==> src/rtl/l1a_match_fifo_if.sv <==
// Bus bundle for the L1A match FIFO: trigger-side inputs, readout handshake and status outputs.
// The slave modport is the FIFO's view; the master modport is the driving side.
interface l1a_match_fifo_if #(
    parameter int ADDR_W = 4,
    parameter int CNT_W  = 12
);
    logic              L1ACFEB;
    logic [4:0]        L1A_MATCH;
    logic              LCTERR;
    logic              CLR;
    logic              RD_EN;
    logic [CNT_W+4:0]  DOUT;
    logic              DOUT_VLD;
    logic              FULL;
    logic              EMPTY;
    logic [ADDR_W:0]   WORD_CNT;
    logic              OVFL;
    logic [7:0]        LCTERR_CNT;

    modport master (
        output L1ACFEB, L1A_MATCH, LCTERR, CLR, RD_EN,
        input  DOUT, DOUT_VLD, FULL, EMPTY, WORD_CNT, OVFL, LCTERR_CNT
    );

    modport slave (
        input  L1ACFEB, L1A_MATCH, LCTERR, CLR, RD_EN,
        output DOUT, DOUT_VLD, FULL, EMPTY, WORD_CNT, OVFL, LCTERR_CNT
    );
endinterface

==> src/rtl/l1a_match_fifo.sv <==
// First-word-fall-through FIFO of {event number, CFEB match bits}, one entry per L1A rising edge,
// with sticky overflow and a saturating LCT error counter.
module l1a_match_fifo #(
    parameter int ADDR_W = 4,
    parameter int CNT_W  = 12
) (
    input  logic              CLK,
    input  logic              RST_N,
    l1a_match_fifo_if.slave   bus
);
    localparam int DEPTH = 1 << ADDR_W;
    localparam int DW    = CNT_W + 5;

    logic              l1a_s1;
    logic              l1a_s2;
    logic              wr_q;
    logic [4:0]        match_s1;
    logic [4:0]        match_q;
    logic [CNT_W-1:0]  evt_cnt;
    logic [CNT_W-1:0]  evt_nxt;
    logic [ADDR_W-1:0] wr_ptr;
    logic [ADDR_W-1:0] rd_ptr;
    logic [ADDR_W:0]   word_cnt;
    logic [ADDR_W:0]   word_cnt_nxt;
    logic              full_q;
    logic              empty_q;
    logic              ovfl_q;
    logic [7:0]        lcterr_cnt;
    logic              do_pop;
    logic              do_push;
    logic              do_drop;
    logic [DW-1:0]     mem [DEPTH];

    // Two-stage edge detect; this history survives CLR so a held L1A cannot re-trigger.
    // NOTE: state registers use non-blocking assignments so every flop samples pre-edge values.
    always_ff @(posedge CLK or negedge RST_N) begin
        if (!RST_N) begin
            l1a_s1   <= 1'b0;
            l1a_s2   <= 1'b0;
            wr_q     <= 1'b0;
            match_s1 <= '0;
            match_q  <= '0;
        end else begin
            l1a_s1   <= bus.L1ACFEB;
            l1a_s2   <= l1a_s1;
            wr_q     <= l1a_s1 & ~l1a_s2;
            match_s1 <= bus.L1A_MATCH;
            match_q  <= match_s1;
        end
    end

    // NOTE: every always_comb output gets a default first so no path can infer a latch.
    always_comb begin
        do_pop       = 1'b0;
        do_push      = 1'b0;
        do_drop      = 1'b0;
        word_cnt_nxt = word_cnt;
        evt_nxt      = evt_cnt + 1'b1;
        if (!bus.CLR) begin
            do_pop  = bus.RD_EN & ~empty_q;
            do_push = wr_q & (~full_q | do_pop);
            do_drop = wr_q & full_q & ~do_pop;
            if (do_push && !do_pop) begin
                word_cnt_nxt = word_cnt + 1'b1;
            end else if (do_pop && !do_push) begin
                word_cnt_nxt = word_cnt - 1'b1;
            end
        end
    end

    always_ff @(posedge CLK or negedge RST_N) begin
        if (!RST_N) begin
            evt_cnt    <= '0;
            wr_ptr     <= '0;
            rd_ptr     <= '0;
            word_cnt   <= '0;
            full_q     <= 1'b0;
            empty_q    <= 1'b1;
            ovfl_q     <= 1'b0;
            lcterr_cnt <= '0;
        end else if (bus.CLR) begin
            evt_cnt    <= '0;
            wr_ptr     <= '0;
            rd_ptr     <= '0;
            word_cnt   <= '0;
            full_q     <= 1'b0;
            empty_q    <= 1'b1;
            ovfl_q     <= 1'b0;
            lcterr_cnt <= '0;
        end else begin
            // Event numbers advance on every L1A, including dropped ones, so gaps reveal overflow.
            if (wr_q) begin
                evt_cnt <= evt_nxt;
            end
            if (do_push) begin
                wr_ptr <= wr_ptr + 1'b1;
            end
            if (do_pop) begin
                rd_ptr <= rd_ptr + 1'b1;
            end
            word_cnt <= word_cnt_nxt;
            full_q   <= (word_cnt_nxt == (ADDR_W+1)'(DEPTH));
            empty_q  <= (word_cnt_nxt == '0);
            if (do_drop) begin
                ovfl_q <= 1'b1;
            end
            if (bus.LCTERR && (lcterr_cnt != 8'hFF)) begin
                lcterr_cnt <= lcterr_cnt + 1'b1;
            end
        end
    end

    // NOTE: storage has no reset; the pointers and EMPTY flag alone define which entries are valid.
    always_ff @(posedge CLK) begin
        if (do_push) begin
            mem[wr_ptr] <= {evt_nxt, match_q};
        end
    end

    assign bus.DOUT       = mem[rd_ptr];
    assign bus.DOUT_VLD   = ~empty_q;
    assign bus.FULL       = full_q;
    assign bus.EMPTY      = empty_q;
    assign bus.WORD_CNT   = word_cnt;
    assign bus.OVFL       = ovfl_q;
    assign bus.LCTERR_CNT = lcterr_cnt;
endmodule
==> src/flat_wrapper.sv <==
// flat-port wrapper written by rule: the top's interface ports become plain ports
module l1a_match_fifo_flat 
#(
    parameter int ADDR_W = 4,
    parameter int CNT_W  = 12
)
  (CLK, RST_N, bus_L1ACFEB, bus_L1A_MATCH, bus_LCTERR, bus_CLR, bus_RD_EN, bus_DOUT, bus_DOUT_VLD, bus_FULL, bus_EMPTY, bus_WORD_CNT, bus_OVFL, bus_LCTERR_CNT);
  l1a_match_fifo_if #(.ADDR_W(ADDR_W), .CNT_W(CNT_W)) bus_i ();
  input  logic CLK;
  input  logic RST_N;
  input wire logic [$bits(bus_i.L1ACFEB)-1:0] bus_L1ACFEB;
  input wire logic [$bits(bus_i.L1A_MATCH)-1:0] bus_L1A_MATCH;
  input wire logic [$bits(bus_i.LCTERR)-1:0] bus_LCTERR;
  input wire logic [$bits(bus_i.CLR)-1:0] bus_CLR;
  input wire logic [$bits(bus_i.RD_EN)-1:0] bus_RD_EN;
  output wire logic [$bits(bus_i.DOUT)-1:0] bus_DOUT;
  output wire logic [$bits(bus_i.DOUT_VLD)-1:0] bus_DOUT_VLD;
  output wire logic [$bits(bus_i.FULL)-1:0] bus_FULL;
  output wire logic [$bits(bus_i.EMPTY)-1:0] bus_EMPTY;
  output wire logic [$bits(bus_i.WORD_CNT)-1:0] bus_WORD_CNT;
  output wire logic [$bits(bus_i.OVFL)-1:0] bus_OVFL;
  output wire logic [$bits(bus_i.LCTERR_CNT)-1:0] bus_LCTERR_CNT;
  assign bus_i.L1ACFEB = bus_L1ACFEB;
  assign bus_i.L1A_MATCH = bus_L1A_MATCH;
  assign bus_i.LCTERR = bus_LCTERR;
  assign bus_i.CLR = bus_CLR;
  assign bus_i.RD_EN = bus_RD_EN;
  assign bus_DOUT = bus_i.DOUT;
  assign bus_DOUT_VLD = bus_i.DOUT_VLD;
  assign bus_FULL = bus_i.FULL;
  assign bus_EMPTY = bus_i.EMPTY;
  assign bus_WORD_CNT = bus_i.WORD_CNT;
  assign bus_OVFL = bus_i.OVFL;
  assign bus_LCTERR_CNT = bus_i.LCTERR_CNT;
  l1a_match_fifo #(.ADDR_W(ADDR_W), .CNT_W(CNT_W)) u_core (.CLK(CLK), .RST_N(RST_N), .bus(bus_i));
endmodule
==> config.mk <==
export PLATFORM = sky130hd
export DESIGN_NAME = l1a_match_fifo_flat
export DESIGN_NICKNAME = d
export VERILOG_FILES = /design/src/rtl/l1a_match_fifo_if.sv /design/src/rtl/l1a_match_fifo.sv /design/src/flat_wrapper.sv
export SDC_FILE = /design/constraint.sdc
export NUM_CORES = 1
export LEC_CHECK = 0
export CORE_MARGIN = 3
export CORE_UTILIZATION = 30
export CTS_BUF_LIST = sky130_fd_sc_hd__clkbuf_2
export DETAILED_ROUTE_END_ITERATION = 16
export GPL_TIMING_DRIVEN = 0
export MAX_ROUTING_LAYER = met4
export SETUP_SLACK_MARGIN = 0.5
export SYNTH_ARGS = -nofsm -noshare
export SYNTH_HDL_FRONTEND = slang
export SYNTH_SLANG_ARGS = --single-unit
==> constraint.sdc <==
create_clock -name CLK -period 5 [get_ports CLK]
set_input_delay 1 -clock CLK [delete_from_list [all_inputs] [get_ports CLK]]
set_output_delay 1 -clock CLK [all_outputs]
set_load 0.02 [all_outputs]
**Word-level counts from Yosys, hierarchy flattened**

Memories as Yosys holds them, arrays and structs flattened.
Index checks and enable logic that the tools add are counted.

- Word-level logic and storage cells: 64
- Register bits after elaboration: 49
- RAM bits: 272
- Memories kept: 1
- Output and inout port bits: 34

- Reductions and logical operators: 11
- Equal/unequal tests: 2
- Bitwise logic cells: 10
- Mux-type cells: 21
- $add $sub $neg: 6

Memories:

| memory | words | width | rd ports | clocked after memory_dff | wr ports | RTL line | text |
|---|---|---|---|---|---|---|---|
| u_core.mem | 16 | 17 | 1 | 0 | 1 | l1a_match_fifo.sv:32 | `logic [DW-1:0] mem [DEPTH];` |

Operator list:

| kind | number |
|---|---|
| $mux W12 | 2 |
| $mux W5 | 4 |
| $mux W4 | 4 |
| $mux W8 | 2 |
| $add A12 B1 Y12 const B | 1 |
| $reduce_bool A2 Y1 | 5 |
| $mux W1 | 9 |
| $add A4 B1 Y4 const B | 2 |
| $add A8 B1 Y8 const B | 1 |
| $ne A8 B8 Y1 const B | 1 |
| $add A5 B1 Y5 const B | 1 |
| $and A1 B1 Y1 | 5 |
| $eq A5 B5 Y1 const B | 1 |
| $logic_not A5 Y1 | 1 |
| $sub A5 B1 Y5 const B | 1 |
| $not A1 Y1 | 4 |
| $logic_and A1 B1 Y1 | 3 |
| $logic_not A1 Y1 | 2 |
| $or A1 B1 Y1 | 1 |

**Depth between registers and ports, before layout**

- Depth after elaboration: 11
- Mapped depth: 7
- Depth with buffers taken out: 7

**Worst setup path before layout**

OpenSTA, ideal clock, no wires.

- Path kind: in2reg
- From: in bus_RD_EN
- To: mem u_core.mem[2][0] (netlist bit), enable pin
- Arrival: 3688 ps
- Library setup time: 435 ps
- Setup slack: 877 ps
- Buffers on the path: 1
- Stages on the path: 5
- Cells stage by stage: nand2b_1 > buf_2 > a21oi_1 > and2_1 > nor4bb_1

- Cells in the longest elaborated chain, start to end: 6

RTL lines:

| element | RTL line | text |
|---|---|---|
| from (decl) | flat_wrapper.sv:15 | `input wire logic [$bits(bus_i.RD_EN)-1:0] bus_RD_EN;` |
| $and A1 B1 Y1 | l1a_match_fifo.sv:60 | `do_pop = bus.RD_EN & ~empty_q;` |
| $or A1 B1 Y1 | l1a_match_fifo.sv:61 | `do_push = wr_q & (~full_q \| do_pop);` |
| $and A1 B1 Y1 | l1a_match_fifo.sv:61 |  |
| $mux W1 | l1a_match_fifo.sv:59 | `if (!bus.CLR) begin` |
| $mux W1 | l1a_match_fifo.sv:115 | `if (do_push) begin` |
| $mux W1 (not written as such) | l1a_match_fifo.sv:116 | `mem[wr_ptr] <= {evt_nxt, match_q};` |
| to (decl) | l1a_match_fifo.sv:32 |  |

Every way passes these cells.

**Worst setup path in the final report**

- From: reg u_core.rd_ptr[1]
- To: out bus_DOUT[15]

- Cells in the longest elaborated chain, start to end: 1

RTL lines:

| element | RTL line | text |
|---|---|---|
| from (decl) | l1a_match_fifo.sv:22 | `logic [ADDR_W-1:0] rd_ptr;` |
| from (signal assigned) | l1a_match_fifo.sv:99 | `rd_ptr <= rd_ptr + 1'b1;` |
| $mem_v2 Z16 W17 | -- |  |
| to (decl) | flat_wrapper.sv:16 | `output wire logic [$bits(bus_i.DOUT)-1:0] bus_DOUT;` |

Every way passes these cells.

==> impl_metrics.json <==
{
  "status": "finished clean",
  "slew_headroom": 0.09611,
  "cts_tree": "built",
  "synth_area_leader_cell": "edfxtp_1",
  "synth_seq_cells": 321,
  "drt_pass1_iterations": 5,
  "die_x_um": 211.3,
  "grt_pass1_wl_um": 44260,
  "finalMaxSlewViolations": 0,
  "grt_max_degree": 30,
  "start_util": 0.3069,
  "critical_path_class": "reg -> out",
  "area_delta_synth_final_pct": 17.32,
  "min_path_type": "in -> async",
  "cts_setup_buffers": 0,
  "clkTransAtPathRegs_ns": 0.10,
  "arrival_ns": 3.33,
  "swShare": 0.2671,
  "clock_latency_ns": 0.85,
  "clock-root-buffer": "clkbuf_2",
  "synth_top_area_frac": 0.6459,
  "rows": 74,
  "ys_warn_count": 0,
  "intPower_mw": 3.984,
  "final_nets": 797,
  "synthArstFlopShare": 0.1526,
  "fmax_ghz": 0.2307,
  "startpoint_type": "flip-flop",
  "ir_drop_mv": 0.1871,
  "place.gp.congestion": 0.7855,
  "rsz0062_at_grt": "no",
  "via_count": 6627,
  "fin_cells": 1373,
  "ys_types": 40,
  "min_period_ns": 4.334,
  "mappedNetlistNets": 651,
  "power.switching_mw": 1.452,
  "final_hold_viol_count": 0,
  "syn_inst": 631,
  "setup_viol": 0,
  "drive_above_1_share": 0.3298,
  "grt_pass1_vias": 6974,
  "final_area_um2": 14840,
  "postCtsHoldBufs": 0,
  "dp_hpwl_um": 17920,
  "routedWlPerCell_um": 21.36,
  "drt_iter0_markers": 534,
  "clk_path_buf_depth": 3,
  "cts_resized": 50,
  "cp-end-kind": "output pin",
  "grt.total_usage": 0.1388,
  "drtAntennaViolNets": 0,
  "synth.cell_area_um2": 12650,
  "leakage_nw": 5.058,
  "cts.sinks": 321,
  "port_buffers": 44,
  "via_per_inst": 4.827,
  "seqPwrFrac": 0.545,
  "layout.cells.most_common": "edfxtp_1",
  "pre_cts_slack_ns": 0.5916,
  "holdWs_ns": 0.1660,
  "synth_area_leaders": "edfxtp_1 (65%), mux4_2 (15%), dfrtp_1 (9.5%)",
  "die_area_um2": 44650,
  "synth_flop_cell": "edfxtp_1",
  "dp.cells": 1227,
  "route.detailed.drc": 0,
  "finalCritPeriodShare": 0.8669,
  "tns_ns": 0,
  "core_area_um2": 41200,
  "synth_edf_count": 272,
  "pin_count": 45,
  "grt_antenna_before_repair": 1,
  "grt_overflow": 0,
  "yosysSeqAreaShare": 0.7430,
  "fin_total_pwr_mw": 5.436,
  "path_max_fanout": 10,
  "crit_required_ns": 4.00,
  "postSynthAreaPerCell_um2": 20.04,
  "die_y_um": 211.3,
  "power_density_nw_per_um2": 366.4,
  "utilization": 0.3601,
  "htreeDepth": 3,
  "clock_skew_ns": 0.06126,
  "totalWireLength_um": 29320,
  "worst_slack_ns": 0.6656,
  "numCtsBuffers": 80,
  "pwr-share-clk": 0.312,
  "maxCapViolations": 0,
  "worst_pin_slew_ns": 1.356,
  "rrSetupSlack_ns": 1.74,
  "place_area_um2": 14040,
  "pwr-share-comb": 0.143,
  "most-common-layout-cells": "edfxtp_1 (272), clkbuf_2 (133), mux4_2 (85), dfrtp_1 (48), clkdlybuf4s50_1 (43)"
}
cells in the mapped netlist (2+ instances only):
master and instances:
mux2i_1 4, and3_1 8, nor4bb_1 2, nand2_1 20, and4_1 2, edfxtp_1 272, clkbuf_1 22, xnor2_1 11
a31oi_1 3, nor2b_1 5, a21oi_1 6, o21ai_0 2, and4b_1 2, buf_1 7, nor3_1 6, nand3_1 10
nor4_1 4, a22oi_1 2, inv_1 9, nor2_1 43, ha_1 9, xor2_1 24, nand4_1 10, dfrtp_1 48
mux4_2 85
critical path, cell delays in order, from the launching register on:
cell and delay [ns]:
dfrtp_1 0.36, clkbuf_1 0.26, buf_2 0.42, mux4_2 0.38
mux4_2 0.53, clkdlybuf4s50_1 0.57
final timing paths:
| check | from | to | cells past startpoint |
|---|---|---|---|
| worst max register to register | u_core.bus.EMPTY$_DFF_PN1_ | u_core.mem[1][1]$_DFFE_PP_ | 5 |
| max in group asynchronous | RST_N | u_core.evt_cnt[1]$_DFFE_PN0P_ | 2 |
| worst min register to register | u_core.match_s1[2]$_DFF_PN0_ | u_core.match_q[2]$_DFF_PN0_ | 0 |
| worst min-delay path | RST_N | u_core.match_s1[2]$_DFF_PN0_ | 1 |
| min in group CLK | u_core.match_s1[2]$_DFF_PN0_ | u_core.match_q[2]$_DFF_PN0_ | 0 |
| worst max-delay path | u_core.rd_ptr[1]$_DFFE_PN0P_ | bus_DOUT[15] | 5 |
kinds of logic (layout without fill, tap and decap cells):
group / Yosys count / after routing / share of synthesized area
AO/OA/AOI/OAI: 17 / 17 / 0.008509
XOR/XNOR: 35 / 35 / 0.02424
adder cells (fa/ha/maj): 9 / 9 / 0.008905
buffers and inverters: 40 / 249 / 0.01257
flip-flops: 321 / 321 / 0.7430
multiplexers: 90 / 90 / 0.1554
other: 0 / 1 / 0
AND/OR/NAND/NOR: 119 / 119 / 0.04739
state kept, by name (all words and copies together), names as in the netlist, 4 cells and up:
register,cells
u_core.evt_cnt,12
u_core.match_s1,5
u_core.wr_ptr,4
u_core.bus.LCTERR_CNT,8
u_core.bus.WORD_CNT,5
u_core.mem,272
u_core.match_q,5
u_core.rd_ptr,4
per-layer routing:
metal / vias up / GRT usage / wire (µm)
met3: 36 / 0.03038 / 1841
met2: 242 / 0.2044 / 13750
met4: 0 / 0.03834 / 376
li1: 2881 / - / -
met5: - / - / 0
met1: 3468 / 0.1963 / 13350
cell type report:
cell class	count	area, µm²
Antenna cell	1	2.502
Buffer	31	195.2
Clock buffer	126	630.6
Clock inverter	19	93.84
Fill cell	3846	26370
Inverter	9	33.78
Multi-Input combinational cell	270	3177
Sequential cell	321	9395
Tap cell	532	665.6
Timing Repair Buffer	64	643.1
power groups by stage:
stage | Sequential [mW] | Clock (mW) | Combinational, mW
after floorplan | 3.03 | 0 | 0.479
after detailed placement | 3.02 | 0 | 0.767
final | 2.96 | 1.69 | 0.778
after global routing | 2.97 | 1.92 | 0.835
after global placement | 3.02 | 0 | 0.755
after CTS | 2.96 | 1.76 | 0.791
No activity file was read; power rests on OpenSTA's default activity.
